$ cat src/rtl/dst_pass_sequencer_if.sv
// Bus bundle linking the DST pass sequencer to its row source, the shared
// 4-point engine and the downstream quantiser.
interface dst_pass_sequencer_if #(
    parameter int IN_W  = 12,
    parameter int MID_W = 16,
    parameter int ENG_W = 26,
    parameter int OUT_W = 16
);
    logic                  in_valid;
    logic                  in_ready;
    logic [3:0][IN_W-1:0]  in_row;
    logic [3:0][MID_W-1:0] eng_in;
    logic [3:0][ENG_W-1:0] eng_out;
    logic                  out_valid;
    logic                  out_ready;
    logic [3:0][OUT_W-1:0] out_col;
    logic [1:0]            out_idx;
    logic                  out_last;
    logic                  block_done;

    // master: the environment (row source, engine, quantiser); slave: the sequencer
    modport master (
        output in_valid, in_row, eng_out, out_ready,
        input  in_ready, eng_in, out_valid, out_col, out_idx, out_last, block_done
    );
    modport slave (
        input  in_valid, in_row, eng_out, out_ready,
        output in_ready, eng_in, out_valid, out_col, out_idx, out_last, block_done
    );
endinterface

$ cat src/rtl/dst_pass_sequencer.sv
// Time-shares one combinational 4-point DST engine across the row and column
// passes of a 4x4 forward DST, using an internal transpose buffer.
module dst_pass_sequencer #(
    parameter int IN_W    = 12,
    parameter int COEFF_W = 8,
    parameter int MID_W   = 16,
    parameter int ENG_W   = MID_W + COEFF_W + 2,
    parameter int OUT_W   = 16,
    parameter int SHIFT1  = 1,
    parameter int SHIFT2  = 8
) (
    input  logic                clk_i,
    input  logic                rst_n_i,
    dst_pass_sequencer_if.slave seq_io
);
    typedef enum logic {S_ROW, S_COL} state_e;

    localparam logic signed [ENG_W:0] MID_MAX = {{(ENG_W-MID_W+2){1'b0}}, {(MID_W-1){1'b1}}};
    localparam logic signed [ENG_W:0] MID_MIN = ~MID_MAX;
    localparam logic signed [ENG_W:0] OUT_MAX = {{(ENG_W-OUT_W+2){1'b0}}, {(OUT_W-1){1'b1}}};
    localparam logic signed [ENG_W:0] OUT_MIN = ~OUT_MAX;

    // Round-half-up arithmetic shift; one guard bit keeps the rounding add from wrapping.
    function automatic logic signed [ENG_W:0] round_shift(input logic signed [ENG_W-1:0] x,
                                                          input int s);
        logic signed [ENG_W:0] xe;
        logic signed [ENG_W:0] half;
        xe   = {x[ENG_W-1], x};
        half = ({{ENG_W{1'b0}}, 1'b1} << s) >> 1;
        return (xe + half) >>> s;
    endfunction

    function automatic logic [MID_W-1:0] sat_mid(input logic signed [ENG_W:0] t);
        if (t > MID_MAX) return MID_MAX[MID_W-1:0];
        if (t < MID_MIN) return MID_MIN[MID_W-1:0];
        return t[MID_W-1:0];
    endfunction

    function automatic logic [OUT_W-1:0] sat_out(input logic signed [ENG_W:0] t);
        if (t > OUT_MAX) return OUT_MAX[OUT_W-1:0];
        if (t < OUT_MIN) return OUT_MIN[OUT_W-1:0];
        return t[OUT_W-1:0];
    endfunction

    state_e                     state_q, state_d;
    logic [1:0]                 r_q, r_d, c_q, c_d;
    logic                       out_valid_q, out_valid_d;
    logic                       out_last_q, out_last_d;
    logic [1:0]                 out_idx_q, out_idx_d;
    logic [3:0][OUT_W-1:0]      out_col_q, out_col_d;
    logic [3:0][3:0][MID_W-1:0] tbuf_q, tbuf_d;
    logic [3:0][MID_W-1:0]      eng_in_w, row_res;
    logic [3:0][OUT_W-1:0]      col_res;
    logic                       in_ready_w, row_acc, col_load;

    assign in_ready_w = rst_n_i && (state_q == S_ROW);
    assign row_acc    = seq_io.in_valid && in_ready_w;
    assign col_load   = (state_q == S_COL) && (!out_valid_q || seq_io.out_ready);

    // Engine operand mux and both rounding paths; only one is consumed per state.
    always_comb begin
        eng_in_w = '0;
        row_res  = '0;
        col_res  = '0;
        for (int n = 0; n < 4; n++) begin
            if (state_q == S_ROW)
                eng_in_w[n] = {{(MID_W-IN_W){seq_io.in_row[n][IN_W-1]}}, seq_io.in_row[n]};
            else
                eng_in_w[n] = tbuf_q[n][c_q];
            row_res[n] = sat_mid(round_shift(seq_io.eng_out[n], SHIFT1));
            col_res[n] = sat_out(round_shift(seq_io.eng_out[n], SHIFT2));
        end
    end

    always_comb begin
        state_d     = state_q;
        r_d         = r_q;
        c_d         = c_q;
        tbuf_d      = tbuf_q;
        out_valid_d = out_valid_q;
        out_col_d   = out_col_q;
        out_idx_d   = out_idx_q;
        out_last_d  = out_last_q;
        case (state_q)
            S_ROW: if (row_acc) begin
                tbuf_d[r_q] = row_res;
                r_d         = r_q + 2'd1;
                if (r_q == 2'd3) begin
                    state_d = S_COL;
                    c_d     = 2'd0;
                end
            end
            S_COL: if (col_load) begin
                c_d = c_q + 2'd1;
                // Column 3 sits in the output register, so the buffer is free for the next block.
                if (c_q == 2'd3) begin
                    state_d = S_ROW;
                    r_d     = 2'd0;
                end
            end
            default: state_d = S_ROW;
        endcase
        if (col_load) begin
            out_valid_d = 1'b1;
            out_col_d   = col_res;
            out_idx_d   = c_q;
            out_last_d  = (c_q == 2'd3);
        end else if (seq_io.out_ready) begin
            out_valid_d = 1'b0;
        end
    end

    always_ff @(posedge clk_i) begin
        if (!rst_n_i) begin
            state_q     <= S_ROW;
            r_q         <= 2'd0;
            c_q         <= 2'd0;
            out_valid_q <= 1'b0;
            out_col_q   <= '0;
            out_idx_q   <= 2'd0;
            out_last_q  <= 1'b0;
        end else begin
            state_q     <= state_d;
            r_q         <= r_d;
            c_q         <= c_d;
            out_valid_q <= out_valid_d;
            out_col_q   <= out_col_d;
            out_idx_q   <= out_idx_d;
            out_last_q  <= out_last_d;
        end
    end

    // Buffer content is don't-care after reset; every block rewrites all four rows.
    always_ff @(posedge clk_i) begin
        tbuf_q <= tbuf_d;
    end

    assign seq_io.in_ready   = in_ready_w;
    assign seq_io.eng_in     = eng_in_w;
    assign seq_io.out_valid  = out_valid_q;
    assign seq_io.out_col    = out_col_q;
    assign seq_io.out_idx    = out_idx_q;
    assign seq_io.out_last   = out_last_q;
    assign seq_io.block_done = out_valid_q && seq_io.out_ready && out_last_q;
endmodule

$ cat src/flat_wrapper.sv
// flat-port wrapper written by rule: the top's interface ports become plain ports
module dst_pass_sequencer_flat 
#(
    parameter int IN_W    = 12,
    parameter int COEFF_W = 8,
    parameter int MID_W   = 16,
    parameter int ENG_W   = MID_W + COEFF_W + 2,
    parameter int OUT_W   = 16,
    parameter int SHIFT1  = 1,
    parameter int SHIFT2  = 8
)
  (clk_i, rst_n_i, seq_io_in_valid, seq_io_in_row, seq_io_eng_out, seq_io_out_ready, seq_io_in_ready, seq_io_eng_in, seq_io_out_valid, seq_io_out_col, seq_io_out_idx, seq_io_out_last, seq_io_block_done);
  dst_pass_sequencer_if #(.IN_W(IN_W), .MID_W(MID_W), .ENG_W(ENG_W), .OUT_W(OUT_W)) seq_io_i ();
  input  logic clk_i;
  input  logic rst_n_i;
  input wire logic [$bits(seq_io_i.in_valid)-1:0] seq_io_in_valid;
  input wire logic [$bits(seq_io_i.in_row)-1:0] seq_io_in_row;
  input wire logic [$bits(seq_io_i.eng_out)-1:0] seq_io_eng_out;
  input wire logic [$bits(seq_io_i.out_ready)-1:0] seq_io_out_ready;
  output wire logic [$bits(seq_io_i.in_ready)-1:0] seq_io_in_ready;
  output wire logic [$bits(seq_io_i.eng_in)-1:0] seq_io_eng_in;
  output wire logic [$bits(seq_io_i.out_valid)-1:0] seq_io_out_valid;
  output wire logic [$bits(seq_io_i.out_col)-1:0] seq_io_out_col;
  output wire logic [$bits(seq_io_i.out_idx)-1:0] seq_io_out_idx;
  output wire logic [$bits(seq_io_i.out_last)-1:0] seq_io_out_last;
  output wire logic [$bits(seq_io_i.block_done)-1:0] seq_io_block_done;
  assign seq_io_i.in_valid = seq_io_in_valid;
  assign seq_io_i.in_row = seq_io_in_row;
  assign seq_io_i.eng_out = seq_io_eng_out;
  assign seq_io_i.out_ready = seq_io_out_ready;
  assign seq_io_in_ready = seq_io_i.in_ready;
  assign seq_io_eng_in = seq_io_i.eng_in;
  assign seq_io_out_valid = seq_io_i.out_valid;
  assign seq_io_out_col = seq_io_i.out_col;
  assign seq_io_out_idx = seq_io_i.out_idx;
  assign seq_io_out_last = seq_io_i.out_last;
  assign seq_io_block_done = seq_io_i.block_done;
  dst_pass_sequencer #(.IN_W(IN_W), .COEFF_W(COEFF_W), .MID_W(MID_W), .ENG_W(ENG_W), .OUT_W(OUT_W), .SHIFT1(SHIFT1), .SHIFT2(SHIFT2)) u_core (.clk_i(clk_i), .rst_n_i(rst_n_i), .seq_io(seq_io_i));
endmodule
$ cat config.mk
export PLATFORM = sky130hd
export DESIGN_NAME = dst_pass_sequencer_flat
export DESIGN_NICKNAME = d
export VERILOG_FILES = /design/src/rtl/dst_pass_sequencer_if.sv /design/src/rtl/dst_pass_sequencer.sv /design/src/flat_wrapper.sv
export SDC_FILE = /design/constraint.sdc
export NUM_CORES = 1
export LEC_CHECK = 0
export CAP_MARGIN = 15
export CORE_MARGIN = 1.5
export CORE_UTILIZATION = 54
export CTS_BUF_LIST = sky130_fd_sc_hd__clkbuf_4 sky130_fd_sc_hd__clkbuf_8 sky130_fd_sc_hd__clkbuf_16
export CTS_CLUSTER_DIAMETER = 30
export DETAILED_ROUTE_END_ITERATION = 8
export PLACE_DENSITY_LB_ADDON = 0.1
export SYNTH_ARGS = -nofsm -noshare
export SYNTH_HDL_FRONTEND = slang
export SYNTH_SLANG_ARGS = --single-unit
$ cat constraint.sdc
create_clock -name clk_i -period 3.9 [get_ports clk_i]
set_input_delay 0.78 -clock clk_i [delete_from_list [all_inputs] [get_ports clk_i]]
set_output_delay 0.78 -clock clk_i [all_outputs]
set_load 0.005 [all_outputs]
-- Word level (Yosys, flattened, before mapping)
Index checks and enable logic that the tools add are counted.
Widths: inputs -> output; s select.
- add/sub/neg operators: 10
- $mul: 0
- div/mod/pow operators: 0
- magnitude comparators: 19
- equality and inequality tests: 6
- shift operators: 0
- mux-type cells: 86
- bitwise operators: 1
- reduce and logical (&&, ||, !) cells: 12
- operator list (operator ; number):
    $mux 16 ; 40
    $bwmux 256 ; 1
    $bmux 16 s2 ; 4
    $demux 64 s2 ; 1
    $add 26x2->27 const B ; 4
    $add 26x9->27 const B ; 4
    $gt 26x16->1 const B ; 4
    $lt 26x16->1 const B ; 4
    $gt 19x16->1 const B ; 4
    $lt 19x16->1 const B ; 4
    $mux 64 ; 1
    $mux 1 ; 30
    $mux 2 ; 6
    $pmux 2 s2 ; 2
    $logic_and 1x1->1 ; 6
    $lt 2x3->1 const B ; 2
    $ne 2x2->1 const B ; 3
    $reduce_and 3->1 ; 2
    $add 2x1->2 const B ; 2
    $eq 2x2->1 const B ; 2
    $ge 2x1->1 const B ; 1
    $ne 2x1->1 const B ; 1
    $pmux 1 s2 ; 1
    $reduce_and 2->1 ; 1
    other kinds (4) ; 4
- register bits after elaboration: 329
- latch bits: 0
- memory bits (writable): 0
- ROM bits: 0
- bits of input ports: 156
- output and inout bits: 134
- memories: 0

-- Longest topological paths before layout
- depth in word-level cells: 7
- depth in mapped cells: 10
- mapped depth without buffers: 8

-- Least setup slack after synthesis
OpenSTA, ideal clock, no wires.
- kind: input to register
- from: input port seq_io_eng_out[96]
- to: register u_core.tbuf_q[118] (netlist bit), data pin
- arrival time: 3.011 ns
- data required time: 3.608 ns
- path slack: 0.597 ns
- stages on the path: 10
- cell sequence: clkbuf_1 nand4_1 or4_1 clkbuf_1 nor2_1 xnor2_1 a31oi_1 o41ai_2 clkbuf_1 o21ai_0
- RTL lines (item ; line ; source):
    start, declared ; flat_wrapper.sv:18 ; input wire logic [$bits(seq_io_i.eng_out)-1:0] seq_io_eng_out;
    end signal, assigned ; dst_pass_sequencer.sv:135 ; tbuf_q <= tbuf_d;
    end, declared ; dst_pass_sequencer.sv:51 ; logic [3:0][3:0][MID_W-1:0] tbuf_q, tbuf_d;

==> impl_summary.txt <==
----------------------------------------------------
[Clocking]
  Total of hold buffers inserted after clock tree synthesis ... 0
  Clock transition at the registers of the reported paths ... 50 ps
  Sink count of the clock tree ... ~330
  Clk_lat worst skew ... ~580 ps
  Total CTS buffers ... 53
  CTS tree ... done
  Root buf cell ... clkbuf_16
  Resize count post-CTS ... 0
  Number of buffers added for setup after CTS ... 0
  CTS H-tree depth ... 2
  Buffer depth of the longest clock path ... 3

[Routing]
  M1 WL ... approximately 21 mm
  Initial detailed-routing violation count ... 1,311
  DRC violations left ... 0
  DR WL met2 ... 23.9 mm
  Highest routed metal layer ... met5
  Number of routed nets with antenna violations ... 0
  Total length of routed wires ... roughly 50 mm
  First-pass detailed-route iteration total ... 5
  Number of vias after detailed routing ... 13,200
  Total length of routed met3 wires ... between 4 and 5 mm
  Detail-routed via count per cell ... ~6
  Detailed-route wire length per cell ... 22.7 um

[Floorplan]
  Placement row count ... 64
  Die Wd ... around 180 um
  Area enclosed by the die boundary ... roughly 32,000 um^2
  Die Ht ... between 150 and 200 um
  Floorplan Core Area ... a little over 30,000 um^2
  Starting Density ... 54.7%
  I/O pins ... between 200 and 300

[Setup path]
  Start point of the critical path ... seq_io_eng_out[34]
  Chain of cells forming the critical path ... clkdlybuf4s50_1 -> ha_1 -> nand4_1 -> nor4_4 -> nand4_1 -> xor2_1 -> nor4_1 -> a21oi_1 -> o21ai_0
  Number of cells traversed by the worst register-to-register path ... 4
  Critical register-to-register path endpoint ... u_core.seq_io.out_col[13]$_SDFFE_PN0P_
  Slowest stage cell, crit path ... o21ai_0
  Worst path most repeated cell ... nand4_1
  Startpoint of the most critical register-to-register path ... u_core.state_q$_SDFF_PN0_
  Data arrival time of the critical path ... roughly 3900 ps
  Required @ worst endpoint ... slightly above 4000 ps
  Highest net fanout along the worst path ... 9
  Setup slack of the worst register-to-register path ... between 1500 and 2000 ps
  CP peak stage delay ... ~800 ps
  Worst setup EP type ... register
  Crit path launch type ... input port
  Setup Crit Path Kind ... input port to register

[Cells and area]
  Ant diodes ... 0
  Signed area change from the synthesized netlist to the final layout ... 37.2%
  Layout Cells excl Fill ... about 2,200
  Fraction of layout cells with a size suffix above 1 ... a little under a quarter
  Net count of the finished layout ... between 1,500 and 2,000

[Global routing]
  Number of antenna violations at the first check in global routing ... 3
  Overflow left after global routing ... 0
  Maximum number of pins on one net before global-route repair ... 65
  Via count of the first global-routing pass ... about 13,000
  GRT Util Overall ... roughly 31%
  First-pass GRT wire length ... between 70 and 80 mm

[Synthesis]
  FFs w/ async S/R, synth ... 0%
  Post-synthesis average cell area ... 12.3 um^2
  Syn Nets ... between 1,500 and 2,000
  Flop and latch count out of synthesis ... about 330
  Cells taking the most area after synthesis ... edfxtp_1 46%, dfxtp_1 8.8%, mux4_2 8.6%, xnor2_1 3.5%, xor2_1 3.3%
  Top cell types by occurrence after synthesis ... 256 x edfxtp_1, 125 x nand2_1, 96 x nor2_1, 94 x o21ai_0, 73 x dfxtp_1
  Share of the synthesized area in the top cell type ... a little under half
  Summed instance area of the synthesized netlist ... 16,700 um^2
  Sequential fraction of the synthesis area ... 54.8%
  Synth warnings ... 0
  Cells after synthesis ... about 1,400
  Library cell with the largest summed area after synthesis ... edfxtp_1
  Most instantiated flip-flop cell in the synthesis netlist ... edfxtp_1
  Post-synth EDFFs ... ~260
  Library cell with the highest instance count after synthesis ... edfxtp_1
  Number of distinct library cells after synthesis ... between 80 and 90

[STA]
  Post-route clock period utilization ... 93.3%
  Max-slew violation count ... 0
  Least-Margin Pin Slew ... 1080 ps
  Final worst clock skew ... 33.3 ps
  Number of setup violations in the final report ... 0
  Number of hold violations in the final report ... 0
  RSZ-0062 raised after global routing ... false
  Highest attainable clock frequency ... ~270 MHz
  Worst relative slew slack ... between 20% and 30%
  Clock period minus final worst setup slack ... 3640 ps
  PnR worst setup slack ... 260 ps

[Placement]
  Port Buffers ... slightly below 300
  Placed Cells ... roughly 2,100
  Half-perimeter wire length after placement ... 35.2 mm
  Pre-CTS setup slack ... -167 ps
  Final weighted congestion in routability-driven placement ... about 0.94

[Power and ir drop]
  Clock group share of total power ... between 50% and 60%
  Switching power share of the total ... between 20% and 30%
  Pwr/cell area ... 419 nW/um^2
  Combinational cell fraction of total power ... 9.4%
  Leakage component of the power ... 7.97 nW
  Highest ir drop seen on vdd ... 403 uV
  Part of the power in registers ... roughly two fifths
  Internal power component ... between 7 and 8 mW
  Total net switching power ... between 2 and 2.5 mW

[Flow run]
  Max-cap violations ... 0

[Min path]
  Hold EP ... u_core.seq_io.out_col[47]$_SDFFE_PN0P_
  Hold Crit Start ... u_core.seq_io.out_col[47]$_SDFFE_PN0P_
  Number of cells on the worst hold path ... 2
  Classification of the worst-slack hold path ... register to register

[Outcome]
  Status ... finished clean

----------------------------------------------------
## how the worst max path moves through the flow
stage	depth (start not counted)	slack (ps)	end
6_report	9	260	u_core.tbuf_q[151]$_DFFE_PP_
5_1_grt	4	170	seq_io_eng_in[26]
4_1_cts	4	260	seq_io_eng_in[41]
3_5_place_dp	11	-170	u_core.tbuf_q[139]$_DFFE_PP_
3_3_place_gp	9	-110	u_core.tbuf_q[237]$_DFFE_PP_
2_1_floorplan	10	600	u_core.tbuf_q[118]$_DFFE_PP_
## critical path: cells and delay by family
kind                       cells  cell delay (ps)
and+or+nand+nor                4             1100
AOI/OAI and AO/OA              2             1090
buffers and inverters          1              540
adders and majority gates      1              200
xor gates and xnor gates       1              170
## power groups by stage
stage / Clock (mW) / Combinational [mW] / Sequential, mW
3_3_place_gp: 0 / 0.875 / 3.96
3_5_place_dp: 0 / 0.888 / 3.96
6_report: 4.80 / 0.906 / 3.89
2_1_floorplan: 0 / 0.359 / 3.95
5_1_grt: 4.99 / 0.962 / 3.90
4_1_cts: 4.83 / 0.898 / 3.89
## cell type report
class | count | area [um^2]
Sequential cell | 329 | 9160
Fill cell | 2013 | 7610
Multi-Input combinational cell | 913 | 7110
Timing Repair Buffer | 443 | 4180
Clock buffer | 58 | 1380
Tap cell | 396 | 495
Clock inverter | 42 | 493
Inverter | 23 | 86.3
## layer usage
metal,up-vias,global-route usage (%)
met5,-,0
met4,4,6.98
met3,79,6.45
met2,649,50.4
met1,6485,42.9
li1,5985,-
## flip-flops by register name, indices dropped and copies added, names as in the netlist
signal,flops
u_core.tbuf_q,256
u_core.seq_io.out_col,64
u_core.c_q,2
u_core.r_q,2
u_core.seq_io.out_idx,2
u_core.seq_io.out_last,1
u_core.seq_io.out_valid,1
u_core.state_q,1
## cells in the final DEF, fill, tap and decap left out, types with 46 or more instances in the layout
cell type and count:
nor2_1 96, mux4_2 64, clkbuf_16 54, buf_4 143
xnor2_1 66, nand2_1 125, dfxtp_1 70, nand3_1 54
o21ai_0 94, edfxtp_1 256, mux2_2 46, xor2_1 63
clkdlybuf4s50_1 288
## per-stage QoR
| stage | TNS [ps] | hold slack, ps | power [mW] | instance area, um^2 | utilization (%) |
|---|---|---|---|---|---|
| finish | 0 | 466 | 9.60 | 22900 | 75.1 |
| global route | 0 | 491 | 9.85 | 22900 | 75.1 |
| CTS | 0 | 468 | 9.62 | 22900 | 75.1 |
| detailed placement | -4560 | 459 | 4.85 | 21000 | 68.9 |
| global placement | -809 | 453 | 4.83 | 21000 | 68.9 |
| floorplan | 0 | 457 | 4.31 | 16700 | - |
## logic make-up (layout without fill, tap and decap cells)
family                   after synthesis  after routing  synth area share (%)
adder cells (fa/ha/maj)               13             13                 0.975
multiplexers                         113            113                  11.9
buffers and inverters                111            566                  2.63
XOR/XNOR                             129            129                  6.77
flip-flops                           329            329                  54.8
AO/OA/AOI/OAI                        248            248                  10.5
AND/OR/NAND/NOR                      410            410                  12.4
(Power assumes the default switching activity.)
